===== src/rtl/fork_sync_pkg.sv =====
// Shared types and helpers for the four-phase handshake blocks.
package async_hs_pkg;

  typedef enum logic [1:0] {HS_IDLE, HS_RISE, HS_ACK, HS_FALL} hs_state_t;

  // Timeout counter width is $clog2(TIMEOUT+1); kept at 1 bit when the timeout is off.
  function automatic int hs_to_w(input int timeout);
    return (timeout < 1) ? 1 : $clog2(timeout + 1);
  endfunction

endpackage


===== src/rtl/fork_sync_if.sv =====
// Handshake bundle of the fork: one upstream channel, two downstream branches.
interface fork_sync_if;
  logic r_i;
  logic a_i;
  logic r_o;
  logic a_o;
  logic r1_o;
  logic a1_o;

  modport master (input r_i, a_o, a1_o, output a_i, r_o, r1_o);
  modport slave  (output r_i, a_o, a1_o, input a_i, r_o, r1_o);
endinterface


===== src/rtl/hs_sync.sv =====
// One-bit flop-chain synchroniser; flushed to 0 by synchronous reset.
module hs_sync #(
  parameter int STAGES = 2
) (
  input  logic clk,
  input  logic rst,
  input  logic d,
  output logic q
);

  logic [STAGES-1:0] ff;

  always_ff @(posedge clk) begin
    if (rst) begin
      ff <= '0;
    end else begin
      ff[0] <= d;
      for (int unsigned i = 1; i < STAGES; i++) ff[i] <= ff[i-1];
    end
  end

  assign q = ff[STAGES-1];

endmodule


===== src/rtl/fork_sync.sv =====
// Clocked four-phase fork: one upstream req/ack channel split to two branches.
module fork_sync
  import async_hs_pkg::*;
#(
  parameter int SYNC_STAGES = 2,
  parameter int TIMEOUT     = 255,
  parameter int CNT_W       = 16
) (
  input  logic             clk,
  input  logic             rst,
  fork_sync_if.master      hs,
  output logic             busy,
  output logic             err,
  output logic [CNT_W-1:0] count
);

  localparam int TO_W = hs_to_w(TIMEOUT);

  logic sr_i, sa0, sa1;
  hs_state_t state;
  logic req_q, ack_q;
  logic hi0, hi1, lo0, lo1;
  logic [TO_W-1:0] wcnt;

  hs_sync #(.STAGES(SYNC_STAGES)) u_sync_r  (.clk(clk), .rst(rst), .d(hs.r_i),  .q(sr_i));
  hs_sync #(.STAGES(SYNC_STAGES)) u_sync_a0 (.clk(clk), .rst(rst), .d(hs.a_o),  .q(sa0));
  hs_sync #(.STAGES(SYNC_STAGES)) u_sync_a1 (.clk(clk), .rst(rst), .d(hs.a1_o), .q(sa1));

  logic hi0_n, hi1_n, lo0_n, lo1_n;
  assign hi0_n = hi0 | sa0;
  assign hi1_n = hi1 | sa1;
  assign lo0_n = lo0 | ~sa0;
  assign lo1_n = lo1 | ~sa1;

  always_ff @(posedge clk) begin
    if (rst) begin
      state <= HS_IDLE;
      req_q <= 1'b0;
      ack_q <= 1'b0;
      hi0   <= 1'b0;
      hi1   <= 1'b0;
      lo0   <= 1'b0;
      lo1   <= 1'b0;
      wcnt  <= '0;
      err   <= 1'b0;
      count <= '0;
    end else begin
      // Wait-state timer advances here; every transition below overrides it back to 0.
      if (state != HS_IDLE && TIMEOUT != 0) begin
        if (wcnt == TO_W'(TIMEOUT)) err <= 1'b1;
        else                        wcnt <= wcnt + 1'b1;
      end

      case (state)
        HS_IDLE: begin
          if (sr_i && !sa0 && !sa1) begin
            state <= HS_RISE;
            req_q <= 1'b1;
            wcnt  <= '0;
          end
        end
        HS_RISE: begin
          hi0 <= hi0_n;
          hi1 <= hi1_n;
          if (!sr_i) err <= 1'b1;
          if (hi0_n && hi1_n) begin
            state <= HS_ACK;
            ack_q <= 1'b1;
            hi0   <= 1'b0;
            hi1   <= 1'b0;
            wcnt  <= '0;
          end
        end
        HS_ACK: begin
          if (!sr_i) begin
            state <= HS_FALL;
            req_q <= 1'b0;
            wcnt  <= '0;
          end
        end
        HS_FALL: begin
          lo0 <= lo0_n;
          lo1 <= lo1_n;
          if (sr_i || (lo0 && sa0) || (lo1 && sa1)) err <= 1'b1;
          if (lo0_n && lo1_n) begin
            state <= HS_IDLE;
            ack_q <= 1'b0;
            lo0   <= 1'b0;
            lo1   <= 1'b0;
            wcnt  <= '0;
            count <= count + 1'b1;
          end
        end
        default: state <= HS_IDLE;
      endcase
    end
  end

  assign hs.r_o  = req_q;
  assign hs.r1_o = req_q;
  assign hs.a_i  = ack_q;
  assign busy    = (state != HS_IDLE);

endmodule


===== src/flat_wrapper.sv =====
// flat-port wrapper written by rule: the top's interface ports become plain ports
module fork_sync_flat import async_hs_pkg::*;
#(
  parameter int SYNC_STAGES = 2,
  parameter int TIMEOUT     = 255,
  parameter int CNT_W       = 16
)
  (clk, rst, busy, err, count, hs_r_i, hs_a_o, hs_a1_o, hs_a_i, hs_r_o, hs_r1_o);
  fork_sync_if hs_i ();
  input  logic clk;
  input  logic rst;
  output logic busy;
  output logic err;
  output logic [CNT_W-1:0] count;
  input wire logic [$bits(hs_i.r_i)-1:0] hs_r_i;
  input wire logic [$bits(hs_i.a_o)-1:0] hs_a_o;
  input wire logic [$bits(hs_i.a1_o)-1:0] hs_a1_o;
  output wire logic [$bits(hs_i.a_i)-1:0] hs_a_i;
  output wire logic [$bits(hs_i.r_o)-1:0] hs_r_o;
  output wire logic [$bits(hs_i.r1_o)-1:0] hs_r1_o;
  assign hs_i.r_i = hs_r_i;
  assign hs_i.a_o = hs_a_o;
  assign hs_i.a1_o = hs_a1_o;
  assign hs_a_i = hs_i.a_i;
  assign hs_r_o = hs_i.r_o;
  assign hs_r1_o = hs_i.r1_o;
  fork_sync #(.SYNC_STAGES(SYNC_STAGES), .TIMEOUT(TIMEOUT), .CNT_W(CNT_W)) u_core (.clk(clk), .rst(rst), .hs(hs_i), .busy(busy), .err(err), .count(count));
endmodule

===== config.mk =====
export PLATFORM = sky130hd
export DESIGN_NAME = fork_sync_flat
export DESIGN_NICKNAME = d
export VERILOG_FILES = /design/src/rtl/fork_sync_pkg.sv /design/src/rtl/fork_sync_if.sv /design/src/rtl/hs_sync.sv /design/src/rtl/fork_sync.sv /design/src/flat_wrapper.sv
export SDC_FILE = /design/constraint.sdc
export NUM_CORES = 1
export LEC_CHECK = 0
export BUFFER_PORTS_ARGS = -buffer_cell sky130_fd_sc_hd__buf_2
export CAP_MARGIN = 20
export CORE_MARGIN = 8
export CORE_UTILIZATION = 60
export CTS_CLUSTER_SIZE = 14
export DETAILED_ROUTE_END_ITERATION = 8
export GPL_TIMING_DRIVEN = 0
export HOLD_SLACK_MARGIN = 0.03
export PLACE_DENSITY_LB_ADDON = 0.15
export SYNTH_ARGS = -nofsm -noshare
export SYNTH_HDL_FRONTEND = slang
export SYNTH_HIERARCHICAL = 1
export SYNTH_SLANG_ARGS = --single-unit

===== constraint.sdc =====
create_clock -name clk -period 4 [get_ports clk]
set_input_delay 1 -clock clk [delete_from_list [all_inputs] [get_ports clk]]
set_output_delay 1 -clock clk [all_outputs]
set_load 0.03 [all_outputs]

# Yosys cells after proc, flatten, opt, wreduce, memory -nomap -nowiden
# Index checks and enable logic that the tools add are counted.
[word_totals] output_inout_bits=21 ff_bits=39
[classes] muxes=27 n_reduce_logical=18 add_sub_neg=2 n_eq_ne=8 bitwise=6
[op_table] operator="8-bit 2-to-1 mux" n=6
[op_table] operator="8-bit one-hot mux with 4 select lines" n=1
[op_table] operator="16-bit by 1-bit adder with 16-bit output, second input constant" n=1
[op_table] operator="1-bit 2-to-1 mux" n=12
[op_table] operator="8-bit by 1-bit adder with 8-bit output, second input constant" n=1
[op_table] operator="8-bit equality test, second input constant" n=1
[op_table] operator="2-bit 2-to-1 mux" n=4
[op_table] operator="2-bit one-hot mux with 4 select lines" n=1
[op_table] operator="1-bit logical AND" n=6
[op_table] operator="2-bit by 1-bit inequality test with 1-bit output, second input constant" n=3
[op_table] operator="1-bit one-hot mux with 2 select lines" n=3
[op_table] operator="3-bit AND reduction" n=2
[op_table] operator="2-bit nonzero test" n=3
[op_table] operator="2-bit equality test, second input constant" n=2
[op_table] operator="1-bit OR" n=4
[op_table] operator="4-bit AND reduction" n=1
[op_table] operator="2-bit by 1-bit equality test with 1-bit output, second input constant" n=1
[op_table] operator="1-bit zero test" n=2
[op_table] operator="2-bit zero test" n=1
[op_table] operator="1-bit logical OR" n=2
[op_table] operator="2-bit inequality test, second input constant" n=1
[op_table] operator="1-bit inverter" n=2
[op_table] operator="2-bit AND reduction" n=1

# Logic depth before layout (Yosys ltp)
[logic_depth] ltp_word=5 ltp_mapped=7

# Modules after synthesis
# The synthesis kept the hierarchy.
[by_module_without_submodules] module="fork_sync" cells_each=186 n_inst=1 area_per_inst_um2=1734.2
[by_module_without_submodules] module="hs_sync" cells_each=4 n_inst=3 area_per_inst_um2=52.6

# Worst setup path after synthesis
# OpenSTA, ideal clock, no wires.
[synth_timing] kind="register -> output" start="register u_core.state[0]" end="output busy" path_buffers=0 required_time_ns=3.000 setup_slack_ns=2.106 arrival_ns=0.894 stages_incl_launch_ff=4 path_cell_list="dfxtp_1 > inv_1 > ha_1 > inv_2"
[synth_between] elab_chain_len=1
[synth_rtl] item="from (decl)" line="fork_sync.sv:20" source="hs_state_t state;"
[synth_rtl] item="from (signal assigned)" line="fork_sync.sv:37" source="state <= HS_IDLE;"
[synth_rtl] item="from (signal assigned)" line="fork_sync.sv:57" source="state <= HS_RISE;"
[synth_rtl] item="from (signal assigned)" line="fork_sync.sv:67" source="state <= HS_ACK;"
[synth_rtl] item="2-bit nonzero test" line="fork_sync.sv:102" source="assign busy = (state != HS_IDLE);"
[synth_rtl] item="to (decl)" line="flat_wrapper.sv:12" source="output logic busy;"
# No other way between the ends.

# Final worst setup path
# Same ends and word-level chain as after synthesis.

==> impl_metrics.py <==
metrics = {
    "sta": {
        "whs_ps": 449,
        "finalSetupViolCount": 0,
        "relSlewSlack": 0.687,
        "fmax_mhz": 396,
        "worst_slack_ps": 1470,
        "hold_violations": 0,
        "final.min_clock_period_ps": 2530,
        "fin_setup_tns_ps": 0,
        "rsz0062_at_grt": "no",
        "fin_skew_ps": 13.0,
        "slew_viol_final": 0,
        "fin_crit_sh": 0.632,
        "worst_pin_slew_ps": 470,
    },
    "synthesis": {
        "synth_edf_count": 0,
        "ys_ff_latch": 39,
        "synth.top_cells.by_area": "dfxtp_1 41%, xnor2_1 4.6%, nor2_1 4.6%",
        "yosys.area.top_type": "dfxtp_1",
        "yosysTopAreaCellShare": 0.413,
        "synthesis.area_um2": 1890,
        "async_flop_share": 0,
        "synthTopCellsByCount": "39 x dfxtp_1, 23 x nor2_1, 11 x inv_1, 10 x xnor2_1",
        "avgSynthCellArea_um2": 9.55,
        "synth_most_common_cell": "dfxtp_1",
        "ys_seq_area_frac": 0.413,
        "synthCells": 198,
        "syn_nets": 209,
        "ys_types": 48,
        "ys_warn_count": 6,
        "synthFlopType": "dfxtp_1",
    },
    "clocking": {
        "ctsHoldBuffers": 0,
        "htreeDepth": 2,
        "cts_buffers": 5,
        "cts_setup_buffers": 0,
        "clk_latency_ps": 350,
        "ctsResizeCount": 0,
        "cts_sinks": 39,
        "cts_tree": "built",
        "root_buffer": "clkbuf_4",
        "cts.clk_slew.worst_paths_ps": 120,
        "clk_path_buf_depth": 2,
    },
    "min_path": {
        "hold_class": "reg -> reg",
    },
    "worst_setup_path": {
        "cp_top_family": "buffers and inverters",
        "critical_path_class": "reg -> out",
        "path_cells": "inv_1 > ha_1 > inv_2 > buf_2",
        "crit_path_end_kind": "primary output",
        "start_kind": "flip-flop",
        "cp.required_ps": 3000,
        "critPathBufInv": 3,
        "critPathMaxStageDelay_ps": 380,
        "cp_max_fo": 7,
        "critPathSlowestCell": "dfxtp_1",
        "worstPathArrival_ps": 1530,
    },
    "global_route": {
        "grt_antenna_before_repair": 0,
        "grt_max_degree": 12,
        "grt_pass1_vias": 1495,
        "grt_use_total": 0.157,
        "grt_pass1_wl_um": 6580,
        "grt-ovfl-total": 0,
    },
    "detailed_routing": {
        "drc": 0,
        "drtAntennaViolNets": 0,
        "drt-initial-drc-count": 92,
        "via_per_inst": 5.56,
        "detail_route.first_pass.iterations": 4,
        "routed_wl_um": 3880,
        "vias": 1524,
        "drt-wirelength-per-cell_um": 14.2,
    },
    "placement": {
        "gp_congestion": 0.818,
        "place_ws_ps": 1870,
        "numPortBuffers": 25,
        "hpwl_um": 2870,
    },
    "finish": {
        "syn2layout_area_growth_pct": 12.5,
        "final_net_count": 241,
        "drive_above_1_share": 0.265,
        "antennaDiodeCount": 0,
    },
    "power": {
        "comb_power_share": 0.271,
        "sw_frac_of_total": 0.340,
        "p_per_area_nw_per_um2": 410,
        "ir_drop_uv": 248,
        "internal-power_uw": 575,
        "switching_power_uw": 297,
        "leakagePower_nw": 0.834,
        "seq_power_share": 0.492,
        "clockPowerShare": 0.237,
    },
    "run": {
        "cap_violations": 0,
    },
    "die": {
        "rows": 20,
        "io_pins": 26,
        "die_w_um": 72.2,
        "initial_core_util": 0.625,
        "core_region_area_um2": 3030,
        "dieArea_um2": 5210,
        "die_h_um": 72.2,
    },
    "run_status": {
        "status": "finished, final reports clean",
    },
}
==> through the flow <==
step	power, mW	util	cell area [um2]	instances
2_1_floorplan	0.616	-	1890	198
3_3_place_gp	0.665	0.684	2070	267
3_5_place_dp	0.675	0.684	2070	267
4_1_cts	0.881	0.703	2130	274
5_1_grt	0.915	0.703	2130	274
6_report	0.872	0.703	2130	274
==> layout make-up <==
type                            instances  area (um2)
Sequential cell                        39         781
Tap cell                               44        55.1
Fill cell                             256         900
Clock inverter                          1        5.00
Inverter                               12        45.0
Buffer                                  8        48.8
Clock buffer                            6        51.3
Timing Repair Buffer                   25         125
Multi-Input combinational cell        139        1020
==> final timing paths <==
kind              slack (ps)                         startpoint  depth (start not counted)                           endpoint
setup / recovery        1470       u_core/state[0]$_SDFFE_PP0P_                          4                               busy
hold / removal           450  u_core/u_sync_a0/ff[0]$_SDFF_PP0_                          1  u_core/u_sync_a0/ff[1]$_SDFF_PP0_
setup reg to reg        2160       u_core/state[0]$_SDFFE_PP0P_                          7          u_core/wcnt[5]$_SDFF_PP0_
hold reg to reg          450  u_core/u_sync_a0/ff[0]$_SDFF_PP0_                          1  u_core/u_sync_a0/ff[1]$_SDFF_PP0_
==> cell families (layout without fill, tap and decap cells) <==
| family | count (synthesis) | count (layout) | synth area share |
|---|---|---|---|
| and+or+nand+nor | 79 | 79 | 0.255 |
| DFF | 39 | 39 | 0.413 |
| AOI/OAI and AO/OA | 36 | 36 | 0.157 |
| buffers and inverters | 20 | 52 | 0.0496 |
| xor gates and xnor gates | 14 | 14 | 0.0648 |
| adders and majority gates | 6 | 6 | 0.0397 |
| muxes | 4 | 4 | 0.0212 |
==> state kept, by name (all words and copies together), names as in the netlist <==
register / flops
u_core/u_sync_r/ff: 2
u_core/lo0: 1
u_core/wcnt: 8
u_core/hi1: 1
u_core/hs.a_i: 1
u_core/state: 2
u_core/err: 1
u_core/lo1: 1
u_core/u_sync_a0/ff: 2
u_core/count: 16
u_core/hi0: 1
u_core/u_sync_a1/ff: 2
u_core/hs.r1_o: 1
==> power by group through the flow <==
stage	combinational, mW	clock, mW	sequential [mW]
3_5_place_dp	0.237	0	0.438
6_report	0.236	0.207	0.429
3_3_place_gp	0.229	0	0.436
2_1_floorplan	0.160	0	0.456
4_1_cts	0.239	0.213	0.429
5_1_grt	0.258	0.225	0.433
==> cell usage in the layout (no fill, tap or decap), types with 2 or more instances in the layout <==
master,count
o21a_1,2
dfxtp_1,39
nand2_1,5
a21oi_1,9
nor3_1,4
buf_4,2
buf_2,28
ha_1,6
a41oi_1,2
nand2b_2,2
mux2i_1,4
nand4_2,2
clkbuf_1,2
clkbuf_4,5
a211oi_1,3
o21ai_0,6
xor2_1,4
nor2_1,23
nand3_1,9
nor3_2,5
and4_1,2
and2_1,3
nor2b_1,7
inv_1,11
a31oi_1,3
or3_1,3
nand4_1,4
xnor2_1,10
and3_1,3
==> routing by layer <==
metal / track usage / vias to the layer above / share of wire
li1: - / 765 / -
met1: 0.179 / 722 / 0.46
met2: 0.259 / 31 / 0.48
met3: 0.0510 / 6 / 0.048
met4: 0.0748 / 0 / 0.014
met5: 0 / - / 0
==> worst reg2reg max path: cells and delay by family, from the launching register on <==
family                   cells  cell delay, ps
AO/OA/AOI/OAI                2             400
AND/OR/NAND/NOR              2             420
buffers and inverters        2             230
adder cells (fa/ha/maj)      1             380
flip-flops                   1             350
No activity file was read; power rests on OpenSTA's default activity.
